**src/rtl/serial_addsub_engine.sv**
```systemverilog
// Bit-serial adder/subtractor: one result bit per clock, LSB first, through a single full adder.
// Optional subtract mode (sub_i port) is enabled by defining SERIAL_ADDSUB_SUB_EN.
module serial_addsub_engine #(
    parameter int WIDTH = 8
) (
    input  logic             clk_i,
    input  logic             resetn_i,
    input  logic             start_i,
    input  logic             abort_i,
    input  logic [WIDTH-1:0] a_i,
    input  logic [WIDTH-1:0] b_i,
    input  logic             cin_i,
`ifdef SERIAL_ADDSUB_SUB_EN
    input  logic             sub_i,
`endif
    output logic             busy_o,
    output logic             done_o,
    output logic [WIDTH-1:0] sum_o,
    output logic             cout_o,
    output logic             ovf_o,
    output logic [1:0]       state_o
);

    localparam int CW = $clog2(WIDTH) + 1;

    typedef enum logic [1:0] {
        IDLE  = 2'b00,
        LOAD  = 2'b01,
        SHIFT = 2'b10,
        DONE  = 2'b11
    } state_t;

    state_t           r_state;
    logic [WIDTH-1:0] r_a;
    logic [WIDTH-1:0] r_b;
    logic             r_cin;
    logic             r_c;
    logic [CW-1:0]    r_cnt;
    logic [WIDTH-1:0] r_res;
    logic             r_busy;
    logic             r_done;
    logic [WIDTH-1:0] r_sum;
    logic             r_cout;
    logic             r_ovf;

    logic [WIDTH-1:0] w_b_cap;
    logic             w_cin_cap;
    logic             w_start_ok;
    logic             w_last;
    logic             w_s;
    logic             w_c;
    logic [WIDTH-1:0] w_res_next;

    // Subtraction is A + ~B + 1: invert B and force the carry-in when the operands are captured.
`ifdef SERIAL_ADDSUB_SUB_EN
    assign w_b_cap   = sub_i ? ~b_i : b_i;
    assign w_cin_cap = sub_i | cin_i;
`else
    assign w_b_cap   = b_i;
    assign w_cin_cap = cin_i;
`endif

    assign w_start_ok = start_i & ~abort_i;
    assign w_last     = (r_cnt == CW'(WIDTH - 1));
    assign w_s        = r_a[0] ^ r_b[0] ^ r_c;
    assign w_c        = (r_a[0] & r_b[0]) | (r_a[0] & r_c) | (r_b[0] & r_c);
    assign w_res_next = {w_s, r_res[WIDTH-1:1]};

    always_ff @(posedge clk_i or negedge resetn_i) begin
        if (!resetn_i) begin
            r_state <= IDLE;
            r_a     <= '0;
            r_b     <= '0;
            r_cin   <= 1'b0;
            r_c     <= 1'b0;
            r_cnt   <= '0;
            r_res   <= '0;
            r_busy  <= 1'b0;
            r_done  <= 1'b0;
            r_sum   <= '0;
            r_cout  <= 1'b0;
            r_ovf   <= 1'b0;
        end else begin
            case (r_state)
                IDLE: begin
                    r_done <= 1'b0;
                    if (w_start_ok) begin
                        r_a     <= a_i;
                        r_b     <= w_b_cap;
                        r_cin   <= w_cin_cap;
                        r_state <= LOAD;
                        r_busy  <= 1'b1;
                    end
                end
                LOAD: begin
                    if (abort_i) begin
                        r_state <= IDLE;
                        r_busy  <= 1'b0;
                    end else begin
                        r_cnt   <= '0;
                        r_c     <= r_cin;
                        r_state <= SHIFT;
                    end
                end
                SHIFT: begin
                    if (abort_i) begin
                        r_state <= IDLE;
                        r_busy  <= 1'b0;
                    end else begin
                        r_a   <= r_a >> 1;
                        r_b   <= r_b >> 1;
                        r_c   <= w_c;
                        r_res <= w_res_next;
                        r_cnt <= r_cnt + CW'(1);
                        // Final bit: r_c is the carry into the MSB, w_c the carry out of it.
                        if (w_last) begin
                            r_state <= DONE;
                            r_busy  <= 1'b0;
                            r_done  <= 1'b1;
                            r_sum   <= w_res_next;
                            r_cout  <= w_c;
                            r_ovf   <= r_c ^ w_c;
                        end
                    end
                end
                DONE: begin
                    r_done <= 1'b0;
                    if (w_start_ok) begin
                        r_a     <= a_i;
                        r_b     <= w_b_cap;
                        r_cin   <= w_cin_cap;
                        r_state <= LOAD;
                        r_busy  <= 1'b1;
                    end else begin
                        r_state <= IDLE;
                    end
                end
                default: begin
                    r_state <= IDLE;
                    r_busy  <= 1'b0;
                    r_done  <= 1'b0;
                end
            endcase
        end
    end

    assign busy_o  = r_busy;
    assign done_o  = r_done;
    assign sum_o   = r_sum;
    assign cout_o  = r_cout;
    assign ovf_o   = r_ovf;
    assign state_o = r_state;

endmodule

```
**config.mk**
```make
export PLATFORM = sky130hd
export DESIGN_NAME = serial_addsub_engine
export DESIGN_NICKNAME = d
export VERILOG_FILES = /design/src/rtl/serial_addsub_engine.sv
export SDC_FILE = /design/constraint.sdc
export NUM_CORES = 1
export LEC_CHECK = 0
export ABC_AREA = 0
export ABC_CLOCK_PERIOD_IN_PS = 2550
export CORE_MARGIN = 2
export CORE_UTILIZATION = 35
export DETAILED_ROUTE_END_ITERATION = 8
export DONT_BUFFER_PORTS = 1
export PLACE_DENSITY = 0.49
export SYNTH_ARGS = -nofsm -noshare
export SYNTH_HDL_FRONTEND = slang
export SYNTH_SLANG_ARGS = --single-unit
```
**constraint.sdc**
```tcl
create_clock -name clk_i -period 2.55 [get_ports clk_i]
set_input_delay 0.51 -clock clk_i [delete_from_list [all_inputs] [get_ports clk_i]]
set_output_delay 0.51 -clock clk_i [all_outputs]
set_load 0.03 [all_outputs]
```
==> results.sh, run 1 <==
export IMPL_status="complete, no violations"
export IMPL_cp_buffers_inverters=1
export IMPL_p_switching_w=0.00108
export IMPL_path_cells="inv_1 > ha_1 > o21ai_1 > o21ai_0 > or4_1 > nand2_1"
export IMPL_io_pins=35
export IMPL_layout_common_cells="43 x dfrtp_1, 31 x nand2_1, 19 x nor2_1"
export IMPL_crit_family="simple AND/OR/NAND/NOR gates"
export IMPL_multi_input_area_um2=926
export IMPL_layout_commonest_cell="dfrtp_1"
export IMPL_synth_mux_area_share_pct=15.3
export IMPL_cts_max_path_buffers=2
export IMPL_coreArea_um2=5570
export IMPL_post_route_drc_count=0
export IMPL_async_flop_share_pct=100
export IMPL_worst_pin_slew_ns=0.562
export IMPL_dr_pass1_iters=4
export IMPL_port_buffers=0
export IMPL_period_share_pct=88.3
export IMPL_clk_pin_slew_worst_paths_ns=0.08
export IMPL_synth_edf_count=0
export IMPL_setup_viol=0
export IMPL_dieArea_um2=6500
export IMPL_avgSynthCellArea_um2=10.8
export IMPL_switching_share_pct=40.0
export IMPL_cp_slowest_cell="dfrtp_1"
export IMPL_design_area_um2=2250
export IMPL_row_count=27
export IMPL_critical_path_class="register to register"
export IMPL_fmax_mhz=444
export IMPL_postCtsResizedCells=0
export IMPL_ir_drop_mv=0.607
export IMPL_die_width_um=80.6
export IMPL_worst_setup_path_end_kind="register"
export IMPL_min_path_type="input port to asynchronous set/reset pin"
export IMPL_gp_congestion=0.770
export IMPL_vias=1346
export IMPL_grt_max_degree=44
export IMPL_slew_headroom_pct=62.1
export IMPL_ys_types=33
export IMPL_cts_made_buffers=5
export IMPL_yosysWarnings=0
export IMPL_p_seq_share_pct=41.4
export IMPL_grt_pass1_vias=1374
export IMPL_start_util_pct=36.9
export IMPL_fp_dieH_um=80.6
export IMPL_grt_pass1_wl_um=6490
export IMPL_syn_inst=190
export IMPL_cts_sinks=43
export IMPL_power_per_cell_area_nw_per_um2=1200
export IMPL_ff_latch_area_um2=1080
export IMPL_fin_nets=223
export IMPL_cp_max_fo=7
export IMPL_clock_skew_final_ns=0.00594
export IMPL_combPwrFrac_pct=42.3
export IMPL_setup_tns_ns=0
export IMPL_overflow=0
export IMPL_dp_hpwl_um=2750
export IMPL_rsz0062_at_grt="false"
export IMPL_final_layout_size_suffix_gt1_share_pct=13.4
export IMPL_hold_viol_final=0
export IMPL_viasPerCell=5.06
export IMPL_fillers=571
export IMPL_synth_compound_area_share_pct=9.92
export IMPL_critPathArrivalTime_ns=2.48
export IMPL_synthSimpleGateAreaFrac_pct=14.1
export IMPL_slowest_delay_ns=0.62
export IMPL_ant_nets=0
export IMPL_synth_top_area_share_pct=52.3
export IMPL_syn_to_final_growth_pct=9.37
export IMPL_ys_ff_latch=43
export IMPL_finalMaxSlewViolations=0
export IMPL_drv_cap=0
export IMPL_synth_fa_ha_area_share_pct=5.23
export IMPL_p_leak_nw=1.07
export IMPL_cts_tree="built"
export IMPL_routed_wl_um=3810
export IMPL_place_area_um2=2130
export IMPL_grt_total_usage_pct=13.0
export IMPL_clock_latency_ns=0.29
export IMPL_critPathRequiredTime_ns=2.78
export IMPL_fin_crit_ns=2.25
export IMPL_seq_area_frac_synth_pct=52.3
export IMPL_synth_xor_area_share_pct=0.426
export IMPL_cts_root_buffer="clkbuf_8"
export IMPL_antenna_found_initial=0
export IMPL_syn_num_nets=219
export IMPL_antenna_cells=0
export IMPL_wire_per_inst_um=14.3
export IMPL_critPathLaunchType="register"
export IMPL_drt_iter0_drc=49
export IMPL_netlist_top_cells_area="dfrtp_1 52%, mux2i_1 7.3%, mux2_4 5.8%"
export IMPL_yosys_area_top_type="dfrtp_1"
export IMPL_cts_max_level=2
export IMPL_clock_power_share_pct=16.2
export IMPL_ys_flop_type="dfrtp_1"
export IMPL_reg2reg_slack_ns=0.30
export IMPL_internal_power_w=0.00161
export IMPL_synth_top_family_by_area="multiplexers"
export IMPL_syn_cell_area_um2=2060
worst paths after layout:
path,from,end,cells past startpoint
max,state_o[0]$_DFFE_PN0P_,r_cnt[3]$_DFFE_PN0P_,6
min in group clk_i,cin_i,r_cin$_DFFE_PN0P_,1
min,resetn_i,r_cnt[2]$_DFFE_PN0P_,1
max in group asynchronous,resetn_i,r_a[7]$_DFFE_PN0P_,1
min reg2reg,r_res[1]$_DFFE_PN0N_,r_res[1]$_DFFE_PN0N_,2
max reg2reg,state_o[0]$_DFFE_PN0P_,r_cnt[3]$_DFFE_PN0P_,6
cells in the mapped netlist, types with 2 or more instances:
library cell  instances
mux2_2                4
ha_1                  7
nor2_1               19
o22ai_1               2
nand2_1              31
mux2i_1              15
nand2b_1              4
nand3_1               2
dfrtp_1              43
clkbuf_1              4
mux2_4                8
o21ai_0               5
a22oi_1               3
nor2b_1               2
nand3b_1              2
inv_1                 5
a21oi_1              18
flip-flops by register name, summed over array words and instances, names as in the netlist:
name / flops
cout_o: 1
r_cin: 1
sum_o: 8
r_c: 1
r_cnt: 4
ovf_o: 1
busy_o: 1
done_o: 1
r_res: 7
r_b: 8
state_o: 2
r_a: 8
layout make-up:
class	count	area share, %
Multi-Input combinational cell	135	41.2
Sequential cell	43	47.9
Timing Repair Buffer	4	2.23
Inverter	5	0.835
Tap cell	72	4.01
Clock buffer	6	3.67
Clock inverter	1	0.223
worst register-to-register path: cells and delay by family, from the launching register on:
family | cells | cell delay, ns
buf+inv | 1 | 0.16
flops | 1 | 0.62
simple gates | 2 | 0.62
compound gates | 2 | 0.47
fa+ha+maj | 1 | 0.32
power groups by stage:
stage | combinational (W) | clock (W) | sequential (W)
2_1_floorplan | 0.000929 | 0 | 0.00109
3_3_place_gp | 0.00111 | 0 | 0.00112
3_5_place_dp | 0.00114 | 0 | 0.00113
4_1_cts | 0.00116 | 0.000457 | 0.00112
5_1_grt | 0.00131 | 0.000480 | 0.00115
6_report | 0.00114 | 0.000437 | 0.00111
layer usage:
layer,up-vias,wire length (um),track usage [%]
li1,656,-,-
met1,643,1720,16.0
met2,40,1800,21.3
met3,7,251,4.72
met4,0,37,3.90
met5,-,0,0
through the flow:
stage                     utilization [%]  power [W]  hold slack [ns]  setup WS, ns  cells
after global placement               38.3    0.00223            0.216         0.425    258
after floorplan                         -    0.00202            0.214         0.483    190
final                                40.3    0.00269           0.0566         0.299    266
after global routing                 40.3    0.00294           0.0578         0.168    266
after detailed placement             38.3    0.00227            0.216         0.347    258
after CTS                            40.3    0.00273           0.0580         0.331    266
what timing repair did:
item | CTS | global route
hold endpoints to repair | 43 | 0
hold buffers | 1 | 0
buffers inserted | 0 | 0
endpoints found under the setup margin | 0 | 0
cells by family (layout without fill, tap and decap cells):
kind of cell,after synthesis,count (layout)
buffers and inverters,12,16
DFF,43,43
xor gates and xnor gates,1,1
muxes,27,27
adders and majority gates,8,8
AOI/OAI and AO/OA,35,35
and+or+nand+nor,64,64
Note: power is estimated with default switching activity, not from simulation.
==> run 2: changes to the inputs <==
- GPL_TIMING_DRIVEN: not set -> 0
==> results.sh, run 2 (synthesis gave the netlist of run 1 again) <==
export IMPL_status="complete, no violations"
export IMPL_vias=1363
export IMPL_dr_pass1_iters=4
export IMPL_cts_sinks=43
export IMPL_p_leak_nw=1.09
export IMPL_worst_pin_slew_ns=0.666
export IMPL_fin_nets=226
export IMPL_finalPower_w=0.00284
export IMPL_min_path_type="input port to asynchronous set/reset pin"
export IMPL_clock_latency_ns=0.29
export IMPL_cts_root_buffer="clkbuf_8"
export IMPL_post_place_cells=262
export IMPL_critPathRequiredTime_ns=2.78
export IMPL_final_layout_size_suffix_gt1_share_pct=14.1
export IMPL_antenna_cells=0
export IMPL_coreArea_um2=5570
export IMPL_cts_max_level=2
export IMPL_dp_hpwl_um=2930
export IMPL_critical_path_class="register to register"
export IMPL_finalMaxSlewViolations=0
export IMPL_rsz0062_at_grt="false"
export IMPL_drt_iter0_drc=40
export IMPL_port_buffers=0
export IMPL_post_cts_buffers=0
export IMPL_cp_max_fo=7
export IMPL_syn_to_final_growth_pct=11.7
export IMPL_hold_viol_final=0
export IMPL_drv_cap=0
export IMPL_cts_max_path_buffers=2
export IMPL_dieArea_um2=6500
export IMPL_p_switching_w=0.00112
export IMPL_start_util_pct=36.9
export IMPL_grt_pass1_wl_um=6350
export IMPL_critPathLaunchType="register"
export IMPL_power_per_cell_area_nw_per_um2=1240
export IMPL_die_width_um=80.6
export IMPL_combPwrFrac_pct=41.5
export IMPL_setup_viol=0
export IMPL_grt_total_usage_pct=13.0
export IMPL_ant_nets=0
export IMPL_routed_wl_um=3950
export IMPL_setup_tns_ns=0
export IMPL_viasPerCell=5.05
export IMPL_path_cells="inv_1 > ha_1 > o21ai_1 > o21ai_0 > or4_1 > nand2_1"
export IMPL_grt_pass1_vias=1301
export IMPL_final_util_pct=41.2
export IMPL_final_cell_count_no_fill=270
export IMPL_layout_commonest_cell="dfrtp_1"
export IMPL_gp_congestion=0.788
export IMPL_fmax_mhz=425
export IMPL_ir_drop_mv=0.821
export IMPL_critPathArrivalTime_ns=2.58
export IMPL_cp_slowest_cell="dfrtp_1"
export IMPL_clock_power_share_pct=19.0
export IMPL_layout_common_cells="43 x dfrtp_1, 31 x nand2_1, 19 x nor2_1"
export IMPL_io_pins=35
export IMPL_worst_setup_path_end_kind="register"
export IMPL_row_count=27
export IMPL_cts_made_buffers=5
export IMPL_wire_per_inst_um=14.6
export IMPL_switching_share_pct=39.5
export IMPL_internal_power_w=0.00172
export IMPL_antenna_found_initial=0
export IMPL_fin_crit_ns=2.35
export IMPL_p_seq_share_pct=39.5
export IMPL_post_route_drc_count=0
export IMPL_grt_max_degree=44
export IMPL_cts_tree="built"
export IMPL_slowest_delay_ns=0.62
export IMPL_clock_skew_final_ns=0.00933
export IMPL_slew_headroom_pct=55.1
export IMPL_overflow=0
export IMPL_period_share_pct=92.2
export IMPL_fp_dieH_um=80.6
export IMPL_clk_pin_slew_worst_paths_ns=0.08
## run 2: worst paths after layout
path / startpoint / cells after the start / endpoint / slack (ns)
worst max-delay path: state_o[0]$_DFFE_PN0P_ / 6 / r_cnt[3]$_DFFE_PN0P_ / 0.20
worst min-delay path: resetn_i / 1 / sum_o[1]$_DFFE_PN0P_ / 0.06
worst max register to register: state_o[0]$_DFFE_PN0P_ / 6 / r_cnt[3]$_DFFE_PN0P_ / 0.20
worst min register to register: r_res[1]$_DFFE_PN0N_ / 2 / r_res[1]$_DFFE_PN0N_ / 0.48
max in group asynchronous: resetn_i / 1 / r_a[4]$_DFFE_PN0P_ / 2.29
min in group clk_i: cin_i / 1 / r_cin$_DFFE_PN0P_ / 0.37
## run 2: repair_timing
item,in CTS,in global routing
endpoints found under the setup margin,0,14
hold buffers,1,0
hold endpoints to repair,43,0
resized for setup,0,5
## run 2: power by group through the flow
stage                     combinational [W]  sequential, W  clock (W)
after floorplan                    0.000929        0.00109          0
after global placement              0.00112        0.00112          0
after detailed placement            0.00116        0.00114          0
after CTS                           0.00118        0.00112   0.000558
after global routing                0.00134        0.00115   0.000594
final                               0.00118        0.00112   0.000539
## run 2: stage by stage
stage / area (um^2) / hold WS, ns / worst slack (ns)
global placement: 2150 / 0.216 / 0.175
finish: 2300 / 0.0553 / 0.200
global route: 2300 / 0.0427 / 0.0387
floorplan: 2060 / 0.214 / 0.483
CTS: 2290 / 0.0533 / 0.0744
detailed placement: 2150 / 0.216 / 0.0953
## run 2: area by class of cell
type                            instances  area, um^2
Clock buffer                            6        82.6
Timing Repair Buffer                    1        27.5
Fill cell                             569        3280
Clock inverter                          2        35.0
Sequential cell                        43        1080
Tap cell                               72        90.1
Inverter                                5        18.8
Buffer                                  6        33.8
Multi-Input combinational cell        135         933
## run 2: metal layers
metal | part of all wire (%) | global-route usage [%] | vias to the layer above
li1 | - | - | 669
met1 | 44 | 15.6 | 650
met2 | 49 | 20.9 | 42
met3 | 6.7 | 6.18 | 2
met4 | 0.30 | 3.56 | 0
met5 | 0 | 0 | -
## run 2: worst max-delay path, delay by kind of cell (launching register included)
kind | cells | cell delay, ns
compound gates | 2 | 0.53
fa+ha+maj | 1 | 0.34
buf+inv | 1 | 0.17
flops | 1 | 0.62
simple gates | 2 | 0.64
==> run 3: changes to the inputs <==
- TNS_END_PERCENT: not set -> 20
==> results of run 3 <==
Same layout as run 2: the final DEF is identical, and so are final timing and power.
